### src/rtl/imem_loader_if.sv
// Bundle of the program-byte stream, instruction-memory write port and status
// lines of the loader. The slave view belongs to the loader; the master view to whoever drives it.
interface imem_loader_if;
    logic        start;
    logic [31:0] len;
    logic        byte_valid;
    logic [7:0]  byte_data;
    logic        byte_ready;
    logic        mem_we;
    logic [31:0] mem_waddr;
    logic [31:0] mem_wdata;
    logic [3:0]  mem_wstrb;
    logic        cpu_stall;
    logic        busy;
    logic        done;
    logic        err;

    modport slave (
        input  start, len, byte_valid, byte_data,
        output byte_ready, mem_we, mem_waddr, mem_wdata, mem_wstrb,
        output cpu_stall, busy, done, err
    );

    modport master (
        output start, len, byte_valid, byte_data,
        input  byte_ready, mem_we, mem_waddr, mem_wdata, mem_wstrb,
        input  cpu_stall, busy, done, err
    );
endinterface

### src/rtl/imem_loader.sv
// Streams program bytes into instruction memory as little-endian 32-bit words,
// holding the CPU stalled until a complete program has been written.
module imem_loader #(
    parameter int unsigned MEM_SIZE  = 4096,
    parameter logic [31:0] START_POS = 32'hBFC00000
) (
    input  logic         clk,
    input  logic         rst_n,
    imem_loader_if.slave bus
);
    // Counter must hold MEM_SIZE itself and expose a 2-bit lane index.
    localparam int CNT_W = ($clog2(MEM_SIZE + 1) < 2) ? 2 : $clog2(MEM_SIZE + 1);

    typedef enum logic [2:0] {
        S_IDLE,
        S_LOAD,
        S_WRITE,
        S_DONE,
        S_ERROR
    } state_t;

    state_t           r_state;
    state_t           w_next;
    logic [CNT_W-1:0] r_cnt;
    logic [CNT_W-1:0] r_len;
    logic [31:0]      r_word;
    logic [3:0]       r_strb;

    logic             w_idle_like;
    logic             w_len_big;
    logic             w_len_zero;
    logic             w_accept;
    logic             w_word_full;
    logic             w_last;
    logic [1:0]       w_lane;
    logic [CNT_W-1:0] w_n;

    assign w_idle_like = (r_state == S_IDLE) || (r_state == S_DONE) || (r_state == S_ERROR);
    assign w_len_big   = (bus.len > 32'(MEM_SIZE));
    assign w_len_zero  = (bus.len == 32'd0);
    assign w_accept    = (r_state == S_LOAD) && bus.byte_valid;
    assign w_lane      = r_cnt[1:0];
    assign w_word_full = (w_lane == 2'd3);
    assign w_last      = (r_cnt == (r_len - CNT_W'(1)));
    // In WRITE the counter is one past the last accepted byte.
    assign w_n         = r_cnt - CNT_W'(1);

    always_ff @(posedge clk or negedge rst_n) begin
        if (!rst_n) begin
            r_state <= S_IDLE;
        end else begin
            r_state <= w_next;
        end
    end

    always_comb begin
        w_next         = r_state;
        bus.byte_ready = 1'b0;
        bus.mem_we     = 1'b0;
        bus.mem_waddr  = 32'd0;
        bus.mem_wdata  = 32'd0;
        bus.mem_wstrb  = 4'd0;
        bus.busy       = 1'b0;
        bus.done       = 1'b0;
        bus.err        = 1'b0;
        bus.cpu_stall  = 1'b1;
        unique case (r_state)
            S_IDLE, S_DONE, S_ERROR: begin
                bus.done      = (r_state == S_DONE);
                bus.err       = (r_state == S_ERROR);
                bus.cpu_stall = (r_state != S_DONE);
                if (bus.start) begin
                    if (w_len_big) begin
                        w_next = S_ERROR;
                    end else if (w_len_zero) begin
                        w_next = S_DONE;
                    end else begin
                        w_next = S_LOAD;
                    end
                end
            end
            S_LOAD: begin
                bus.byte_ready = 1'b1;
                bus.busy       = 1'b1;
                if (w_accept && (w_word_full || w_last)) begin
                    w_next = S_WRITE;
                end
            end
            S_WRITE: begin
                bus.busy      = 1'b1;
                bus.mem_we    = 1'b1;
                bus.mem_waddr = START_POS + (32'(w_n) & ~32'd3);
                bus.mem_wdata = r_word;
                bus.mem_wstrb = r_strb;
                w_next        = (r_cnt == r_len) ? S_DONE : S_LOAD;
            end
            default: begin
                w_next = S_IDLE;
            end
        endcase
    end

    always_ff @(posedge clk or negedge rst_n) begin
        if (!rst_n) begin
            r_cnt  <= '0;
            r_len  <= '0;
            r_word <= '0;
            r_strb <= '0;
        end else begin
            if (w_idle_like && bus.start && !w_len_big && !w_len_zero) begin
                r_cnt  <= '0;
                r_len  <= bus.len[CNT_W-1:0];
                r_word <= '0;
                r_strb <= '0;
            end else if (w_accept) begin
                r_word[8*w_lane +: 8] <= bus.byte_data;
                r_strb[w_lane]        <= 1'b1;
                r_cnt                 <= r_cnt + CNT_W'(1);
            end else if (r_state == S_WRITE) begin
                r_word <= '0;
                r_strb <= '0;
            end
        end
    end
endmodule

### src/flat_wrapper.sv
// flat-port wrapper written by rule: the top's interface ports become plain ports
module imem_loader_flat 
#(
    parameter int unsigned MEM_SIZE  = 4096,
    parameter logic [31:0] START_POS = 32'hBFC00000
)
  (clk, rst_n, bus_start, bus_len, bus_byte_valid, bus_byte_data, bus_byte_ready, bus_mem_we, bus_mem_waddr, bus_mem_wdata, bus_mem_wstrb, bus_cpu_stall, bus_busy, bus_done, bus_err);
  imem_loader_if bus_i ();
  input  logic clk;
  input  logic rst_n;
  input wire logic [$bits(bus_i.start)-1:0] bus_start;
  input wire logic [$bits(bus_i.len)-1:0] bus_len;
  input wire logic [$bits(bus_i.byte_valid)-1:0] bus_byte_valid;
  input wire logic [$bits(bus_i.byte_data)-1:0] bus_byte_data;
  output wire logic [$bits(bus_i.byte_ready)-1:0] bus_byte_ready;
  output wire logic [$bits(bus_i.mem_we)-1:0] bus_mem_we;
  output wire logic [$bits(bus_i.mem_waddr)-1:0] bus_mem_waddr;
  output wire logic [$bits(bus_i.mem_wdata)-1:0] bus_mem_wdata;
  output wire logic [$bits(bus_i.mem_wstrb)-1:0] bus_mem_wstrb;
  output wire logic [$bits(bus_i.cpu_stall)-1:0] bus_cpu_stall;
  output wire logic [$bits(bus_i.busy)-1:0] bus_busy;
  output wire logic [$bits(bus_i.done)-1:0] bus_done;
  output wire logic [$bits(bus_i.err)-1:0] bus_err;
  assign bus_i.start = bus_start;
  assign bus_i.len = bus_len;
  assign bus_i.byte_valid = bus_byte_valid;
  assign bus_i.byte_data = bus_byte_data;
  assign bus_byte_ready = bus_i.byte_ready;
  assign bus_mem_we = bus_i.mem_we;
  assign bus_mem_waddr = bus_i.mem_waddr;
  assign bus_mem_wdata = bus_i.mem_wdata;
  assign bus_mem_wstrb = bus_i.mem_wstrb;
  assign bus_cpu_stall = bus_i.cpu_stall;
  assign bus_busy = bus_i.busy;
  assign bus_done = bus_i.done;
  assign bus_err = bus_i.err;
  imem_loader #(.MEM_SIZE(MEM_SIZE), .START_POS(START_POS)) u_core (.clk(clk), .rst_n(rst_n), .bus(bus_i));
endmodule
### config.mk
export PLATFORM = sky130hd
export DESIGN_NAME = imem_loader_flat
export DESIGN_NICKNAME = d
export VERILOG_FILES = /design/src/rtl/imem_loader_if.sv /design/src/rtl/imem_loader.sv /design/src/flat_wrapper.sv
export SDC_FILE = /design/constraint.sdc
export NUM_CORES = 1
export LEC_CHECK = 0
export CAP_MARGIN = 20
export CORE_ASPECT_RATIO = 0.75
export CORE_MARGIN = 2
export CORE_UTILIZATION = 30
export DETAILED_ROUTE_END_ITERATION = 7
export PLACE_DENSITY = 0.55
export SYNTH_ARGS = -nofsm -noshare
export SYNTH_HDL_FRONTEND = slang
export SYNTH_SLANG_ARGS = --single-unit
### constraint.sdc
create_clock -name clk -period 2.57 [get_ports clk]
set_clock_uncertainty 0.1 [all_clocks]
set_input_delay 0.6425 -clock clk [delete_from_list [all_inputs] [get_ports clk]]
set_output_delay 0.6425 -clock clk [all_outputs]
set_load 0.005 [all_outputs]
==> key figures, run 1 <==
Logic synthesis
  – Synthesized flop and latch total: between 60 and 70
  – Simple-Gate Fraction of Synth Area: 23.30%
  – Post-synthesis cell type count: 53
  – Post-synth ARST share: 100.0%
  – Largest family of logic cells by synthesized area: simple AND/OR/NAND/NOR gates
  – Most used flip-flop cell after synthesis: dfrtp_1
  – Adder-Cell Fraction of Synth Area: under 10%
  – Mean Syn Cell Area: around 9.5 sq um
  – Mapped Area: ~4000 sq um
  – Post-synth EDFFs: 0
  – Yosys warning count: 0
  – Compound-cell area share of the yosys netlist: between 10% and 20%
  – Post-synthesis mux area share: 3.606%
  – Post-Synth XOR/XNOR Area: approximately 8.6%
  – Sequential area share after synthesis: around 41%
  – Synthesized netlist cell count: 421

Hold path
  – Kind of path behind the tightest hold check: in2async

Drt
  – Pre-antenna DRT Iters: 4
  – Initial DRC Count: ~240
  – Wire per inst: 15.87 um
  – Vias/cell: ~4.9
  – Final WL: around 12 mm
  – Post-detailed-route count of antenna-violating nets: 0
  – Vias: 3644
  – DRC errors left: 0

Power and ir drop
  – Cell Pwr Density: between 700 and 800 nW/um^2
  – VDD IR-drop max: about 460 uV
  – Pleak: 3.021 nW

Run
  – Max cap viols: 0

Floorplan
  – Core Region: roughly 13000 sq um
  – Die Area: ~14000 sq um
  – Die Y: between 100 and 150 um
  – Row count: 36
  – Starting Density: 30.76%
  – Die width: 137.2 um
  – # IOs: roughly 120

Setup path
  – CP Capture Type: primary output
  – Worst setup path category: reg2out
  – CP Launch Type: flip-flop
  – Required time of the critical path: 1.83 ns
  – Worst EP arrival: between 1.5 and 2 ns
  – Crit path max fanout: 2

GRT
  – Initial antenna violation count: 0
  – Gr usage total: ~17%
  – Number of global-route vias before repair: approximately 3600
  – Largest net degree at the start of global routing: 66
  – Global route total overflow: 0
  – First-pass GRT wire length: between 15 and 20 mm

CTS
  – CTS tree: yes
  – Post-CTS Hold Buffers: 0
  – Number of clock sinks: 65
  – Htree depth: 3
  – Total CTS buffers: 9
  – Clk Tree Root Cell: clkbuf_16
  – Buffer levels on the longest clock path: 2
  – Clk slew on worst S/H paths: 0.06 ns
  – Worst-Skew Late Latency: ~0.33 ns

Finish
  – Area Growth Syn to Fin: 50.05%
  – Layout cell share with drive strength beyond 1: between 20% and 30%
  – Filler cell count: around 1200
  – Commonest non-fill, non-tap cell in the layout: dfrtp_1
  – Nets: 619
  – Diode count: 0
  – Most frequent cells in the layout: 65 x dfrtp_1, 55 x buf_4, 44 x clkdlybuf4s50_1, 36 x and2_1, 36 x nor2_1

Timing
  – Final Hold Vio Count: 0
  – Final worst path period need: 2.718 ns
  – Relative slew margins: a little over three fifths
  – Setup violators final: 3
  – Final period utilization: 105.8%
  – Slew @ Worst Pin: roughly 0.56 ns
  – Final setup margin: -0.1479 ns
  – Unrepaired setup endpoints after global routing: true
  – Final Max Tran Viols: 0
  – Max Fclk: 367.9 MHz
  – WHS: between 0.2 and 0.25 ns
  – Setup TNS: -0.2051 ns

Placement
  – # port buffers: between 100 and 150
  – Final HPWL DP: between 8 and 9 mm
  – Routability Congestion: 0.8295

Outcome
  – Failing checks: negative setup slack
  – Status: finished, violations left
==> Yosys cell counts, types with 2 or more instances <==
library cell	number	share of area, %
dfrtp_1	65	41
nor2_1	39	3.7
and2_1	36	5.6
a22o_1	32	7.0
xor2_1	27	5.9
nand2_1	24	2.3
buf_4	22	4.1
clkbuf_1	19	1.8
nor4_1	15	2.4
a21oi_1	12	1.5
xnor2_1	12	2.6
mux2_1	11	3.1
ha_1	9	2.8
inv_1	7	0.66
nand4_1	7	1.1
nor3_1	6	0.75
o21ai_1	6	0.75
buf_1	5	0.47
nand3_1	5	0.63
o21ai_0	5	0.63
and4_1	4	0.88
nand2b_1	4	0.63
nand3b_1	4	0.75
a31oi_1	3	0.47
and3_1	3	0.47
or3_1	3	0.47
a311oi_1	2	0.44
inv_2	2	0.19
mux2i_1	2	0.50
nor3_2	2	0.50
nor3b_1	2	0.38
nor4b_1	2	0.44
o41ai_1	2	0.44
or2_1	2	0.31
or4_4	2	0.56
==> where the power goes <==
| part | internal [mW] | total [mW] | switching (mW) |
|---|---|---|---|
| Combinational | 0.892 | 1.75 | 0.861 |
| Sequential | 1.24 | 1.35 | 0.118 |
| Clock | 0.759 | 1.24 | 0.485 |
| Total | 2.89 | 4.35 | 1.46 |
==> worst paths after layout <==
kind | from | cells after the start | end | slack [ns]
max in group asynchronous | rst_n | 2 | u_core.r_len[12]$_DFFE_PN0N_ | 1.83
worst max register to register | u_core.r_len[3]$_DFFE_PN0N_ | 6 | u_core.r_state[0]$_DFFE_PN0P_ | 0.15
min in group clk | u_core.r_word[21]$_DFFE_PN0P_ | 1 | u_core.r_word[21]$_DFFE_PN0P_ | 0.40
worst min-delay path | rst_n | 2 | u_core.r_len[10]$_DFFE_PN0N_ | 0.20
worst max-delay path | u_core.r_cnt[5]$_DFFE_PN0P_ | 8 | bus_mem_waddr[8] | -0.15
worst min register to register | u_core.r_word[21]$_DFFE_PN0P_ | 1 | u_core.r_word[21]$_DFFE_PN0P_ | 0.40
==> state kept, by name, summed over array words and instances, names as in the netlist <==
| signal | flops |
|---|---|
| u_core.r_state | 3 |
| u_core.r_word | 32 |
| u_core.r_len | 13 |
| u_core.r_strb | 4 |
| u_core.r_cnt | 13 |
==> worst max-delay path, cell delays in order, from the launching register on <==
cell     delay [ns]
dfrtp_1        0.40
nor4_2         0.28
buf_4          0.16
buf_6          0.10
nand2_4        0.04
or3_4          0.32
xor2_1         0.15
nor2_1         0.09
buf_2          0.11
==> metal layers <==
layer | share of wire [%] | track usage (%) | wire [um] | up-vias
met2 | 46 | 25.27 | 5366 | 99
met5 | 0 | 0 | 0 | -
met4 | 1.8 | 5.596 | 208 | 0
met1 | 48 | 23.34 | 5710 | 1787
li1 | - | - | - | 1743
met3 | 4.2 | 3.314 | 493 | 15
==> cells by family (layout without fill, tap and decap cells) <==
group,count (synthesis),after routing
compound gates,71,71
xor+xnor,39,39
fa+ha+maj,9,9
buf+inv,57,196
flops,65,65
mux,13,13
other cells,1,12
simple gates,166,166
==> final cells by class <==
type / count / area (sq um) / area share, %
multi-input cells: 310 / 2312 / 38.62
flip-flops and latches: 65 / 1627 / 27.17
repair buffers: 171 / 1490 / 24.89
clock buffers: 9 / 225.2 / 3.762
well taps: 171 / 214.0 / 3.574
clock inverters: 7 / 77.57 / 1.296
inverters: 9 / 41.29 / 0.6897
==> timing repair <==
action | in CTS | in global routing
endpoints found under the setup margin | 102 | 74
pin swaps | 9 | 17
cloned | 1 | 1
buffers inserted | 3 | 6
resized for setup | 105 | 75
==> per-stage QoR <==
step / instances / power (mW) / setup slack (ns) / instance area [sq um] / utilization (%)
2_1_floorplan: 432 / 2.164 / 0.08183 / 4033 / -
6_report: 742 / 4.349 / -0.1479 / 5987 / 46.15
4_1_cts: 735 / 4.265 / -0.2470 / 5897 / 45.46
3_5_place_dp: 715 / 2.782 / -0.7108 / 5473 / 42.19
3_3_place_gp: 715 / 2.755 / -0.5436 / 5473 / 42.19
5_1_grt: 742 / 4.592 / -0.2553 / 5987 / 46.15
Note: power is estimated with default switching activity, not from simulation.
==> run 2, diff against run 1 <==
--- a/config.mk
+++ b/config.mk
@@ -8,9 +8,9 @@
 export CAP_MARGIN = 20
 export CORE_ASPECT_RATIO = 0.75
 export CORE_MARGIN = 2
-export CORE_UTILIZATION = 30
+export CORE_UTILIZATION = 40
 export DETAILED_ROUTE_END_ITERATION = 7
-export PLACE_DENSITY = 0.55
+export PLACE_DENSITY = 0.7
 export SYNTH_ARGS = -nofsm -noshare
 export SYNTH_HDL_FRONTEND = slang
 export SYNTH_SLANG_ARGS = --single-unit
==> run 2 against run 1 <==
  * The run still ends with negative setup slack left
  * Design area fell by 0.59%
  * Via count grew 2.6%
  * Non-clock buffer count decreased by 3
  * Combinational power fell by 2%
  * Die area down 24%
==> key figures, run 2 (synthesis gave the netlist of run 1 again) <==
Outcome
  – Status: finished, violations left
  – Failing checks: negative setup slack

Timing
  – Final Hold Vio Count: 0 (unchanged)
  – Unrepaired setup endpoints after global routing: true
  – Setup violators final: 4 (+1)
  – Setup TNS: -0.2242 ns (-0.01911 ns)
  – Final period utilization: 104.8% (-0.96 points)
  – Final Max Tran Viols: 0 (unchanged)
  – Max Fclk: 371.3 MHz (+0.92%)
  – Relative slew margins: 60.06% (-2.5 points)
  – Final setup margin: -0.1232 ns (+0.02466 ns)
  – Slew @ Worst Pin: 0.5937 ns (+0.03775 ns)
  – WHS: 0.2073 ns (+0.007197 ns)
  – Final worst path period need: 2.693 ns (-0.02466 ns)

Floorplan
  – # IOs: 118 (unchanged)
  – Die Y: 90.50 um (-13%)
  – Starting Density: 41.15% (+10 points)
  – Die Area: 10800 sq um (-24%)
  – Die width: 119.3 um (-13%)
  – Row count: 31 (-14%)
  – Core Region: 9697 sq um (-25%)

Power and ir drop
  – Pleak: 2.972 nW (-1.6%)
  – Cell Pwr Density: 757.8 nW/um^2 (+4.3%)
  – VDD IR-drop max: 418.8 uV (-8.7%)

GRT
  – Initial antenna violation count: 0 (unchanged)
  – First-pass GRT wire length: 17.88 mm (-3.9%)
  – Largest net degree at the start of global routing: 44 (-33%)
  – Gr usage total: 20.88% (+4.3 points)
  – Global route total overflow: 0 (unchanged)
  – Number of global-route vias before repair: 3504 (-3.3%)

CTS
  – Buffer levels on the longest clock path: 2 (unchanged)
  – Number of clock sinks: 65 (unchanged)
  – Htree depth: 3 (unchanged)
  – Clk Tree Root Cell: clkbuf_16
  – Worst-Skew Late Latency: 0.33 ns (about the same)
  – Clk slew on worst S/H paths: 0.06 ns (about the same)
  – CTS tree: yes
  – Post-CTS Hold Buffers: 0 (unchanged)
  – Total CTS buffers: 9 (unchanged)

Finish
  – Largest registers: u_core.r_word (32), u_core.r_cnt (13), u_core.r_len (13)
  – Most frequent cells in the layout: 65 x dfrtp_1, 51 x buf_4, 44 x clkdlybuf4s50_1, 36 x nor2_1, 35 x and2_1
  – Biggest register: u_core.r_word
  – Commonest non-fill, non-tap cell in the layout: dfrtp_1
  – Nets: 616 (-0.48%)
  – Area Growth Syn to Fin: 49.17%
  – Number of flip-flops in the largest register: 32 (unchanged)
  – Layout cell share with drive strength beyond 1: 27.82% (+1.5 points)
  – Final Util: 61.38% (+15 points)
  – Post-route cell area: 5952 sq um (-0.59%)
  – Diode count: 0 (unchanged)

Drt
  – Post-detailed-route count of antenna-violating nets: 0 (unchanged)
  – Pre-antenna DRT Iters: 4 (unchanged)
  – DRC errors left: 0 (unchanged)
  – Vias: 3739 (+2.6%)
  – Final WL: 11.52 mm (-2.2%)
  – Wire per inst: 16.45 um (+3.7%)
  – Initial DRC Count: 221 (-7.1%)
  – Vias/cell: 5.341 (+8.8%)

Placement
  – Final HPWL DP: 8.011 mm (-6.4%)
  – Pre-CTS WS: -0.5937 ns (+0.1171 ns)
  – Area after DPL: 5409 sq um (-1.2%)
  – Routability Congestion: 0.8311 (+0.19%)
  – # port buffers: 105 (unchanged)

Hold path
  – Kind of path behind the tightest hold check: in2async

Setup path
  – CP Capture Type: primary output
  – R2R cell count: 6 (unchanged)
  – CP Launch Type: flip-flop
  – Worst EP arrival: 1.95 ns (-0.03 ns)
  – Highest cell delay on the worst timing path: 0.44 ns (+0.04 ns)
  – Required time of the critical path: 1.83 ns (about the same)
  – Slowest-stage cell, CP: dfrtp_1
  – Cell Chain, Critical Path: nor4_4 -> nand2_2 -> or3_4 -> xor2_1 -> nor2_1 -> buf_2
  – Crit path max fanout: 2 (unchanged)
  – Worst setup path category: reg2out

Run
  – Max cap viols: 0 (unchanged)
run 2: cell types whose count changed in the layout (fill, tap and decap cells not counted), sizes merged:
cell,change
dlymetal6s2s,-2
buf,-3
bufinv,+2
clkbuf,+10
clkdlybuf4s15,+2
dlygate4sd2,-10
clkinvlp,-1
clkinv,-1
run 2: worst max-delay path: cells and delay by family, from the launching register on:
kind / cells / cell delay, ns
simple gates: 4 / 0.92
flops: 1 / 0.44
xor+xnor: 1 / 0.14
buf+inv: 1 / 0.12
run 2: layout make-up:
| cell class | count | area, sq um |
|---|---|---|
| Clock buffer | 9 | 225.2 |
| Clock inverter | 7 | 125.1 |
| Fill cell | 822 | 3745 |
| Inverter | 9 | 46.29 |
| Multi-Input combinational cell | 310 | 2326 |
| Sequential cell | 65 | 1627 |
| Tap cell | 132 | 165.2 |
| Timing Repair Buffer | 168 | 1438 |
run 2: path summary, 6_finish.rpt:
check / from / to / slack [ns]
max in group asynchronous: rst_n / u_core.r_word[28]$_DFFE_PN0P_ / 1.52
min in group clk: u_core.r_word[20]$_DFFE_PN0P_ / u_core.r_word[20]$_DFFE_PN0P_ / 0.40
min reg2reg: u_core.r_word[20]$_DFFE_PN0P_ / u_core.r_word[20]$_DFFE_PN0P_ / 0.40
min: rst_n / u_core.r_len[2]$_DFFE_PN0N_ / 0.21
max: u_core.r_cnt[5]$_DFFE_PN0P_ / bus_mem_waddr[8] / -0.12
max reg2reg: u_core.r_len[3]$_DFFE_PN0N_ / u_core.r_state[0]$_DFFE_PN0P_ / 0.15
run 2: power breakdown:
part	total [mW]	internal, mW	switching [mW]
Sequential	1.37	1.24	0.131
Clock	1.44	0.959	0.478
Combinational	1.71	0.862	0.846
run 2: metrics by stage:
step / power [mW] / cells
floorplan: 2.164 / 432
global placement: 2.731 / 674
detailed placement: 2.755 / 674
CTS: 4.383 / 695
global route: 4.747 / 700
finish: 4.511 / 700
run 2: repair_timing:
item / in CTS / in global routing
buffers inserted: 4 / 6
pin swaps: 10 / 15
resized for setup: 99 / 106
endpoints found under the setup margin: 91 / 71
gates cloned: 1 / 1
run 2: routing by layer:
layer  vias up  GRT usage [%]  share of wire (%)
met5         -              0                  0
met1      1845          29.17                 46
met2       140          32.57                 46
met3        16          5.114                6.2
li1       1738              -                  -
met4         0          5.392                1.8
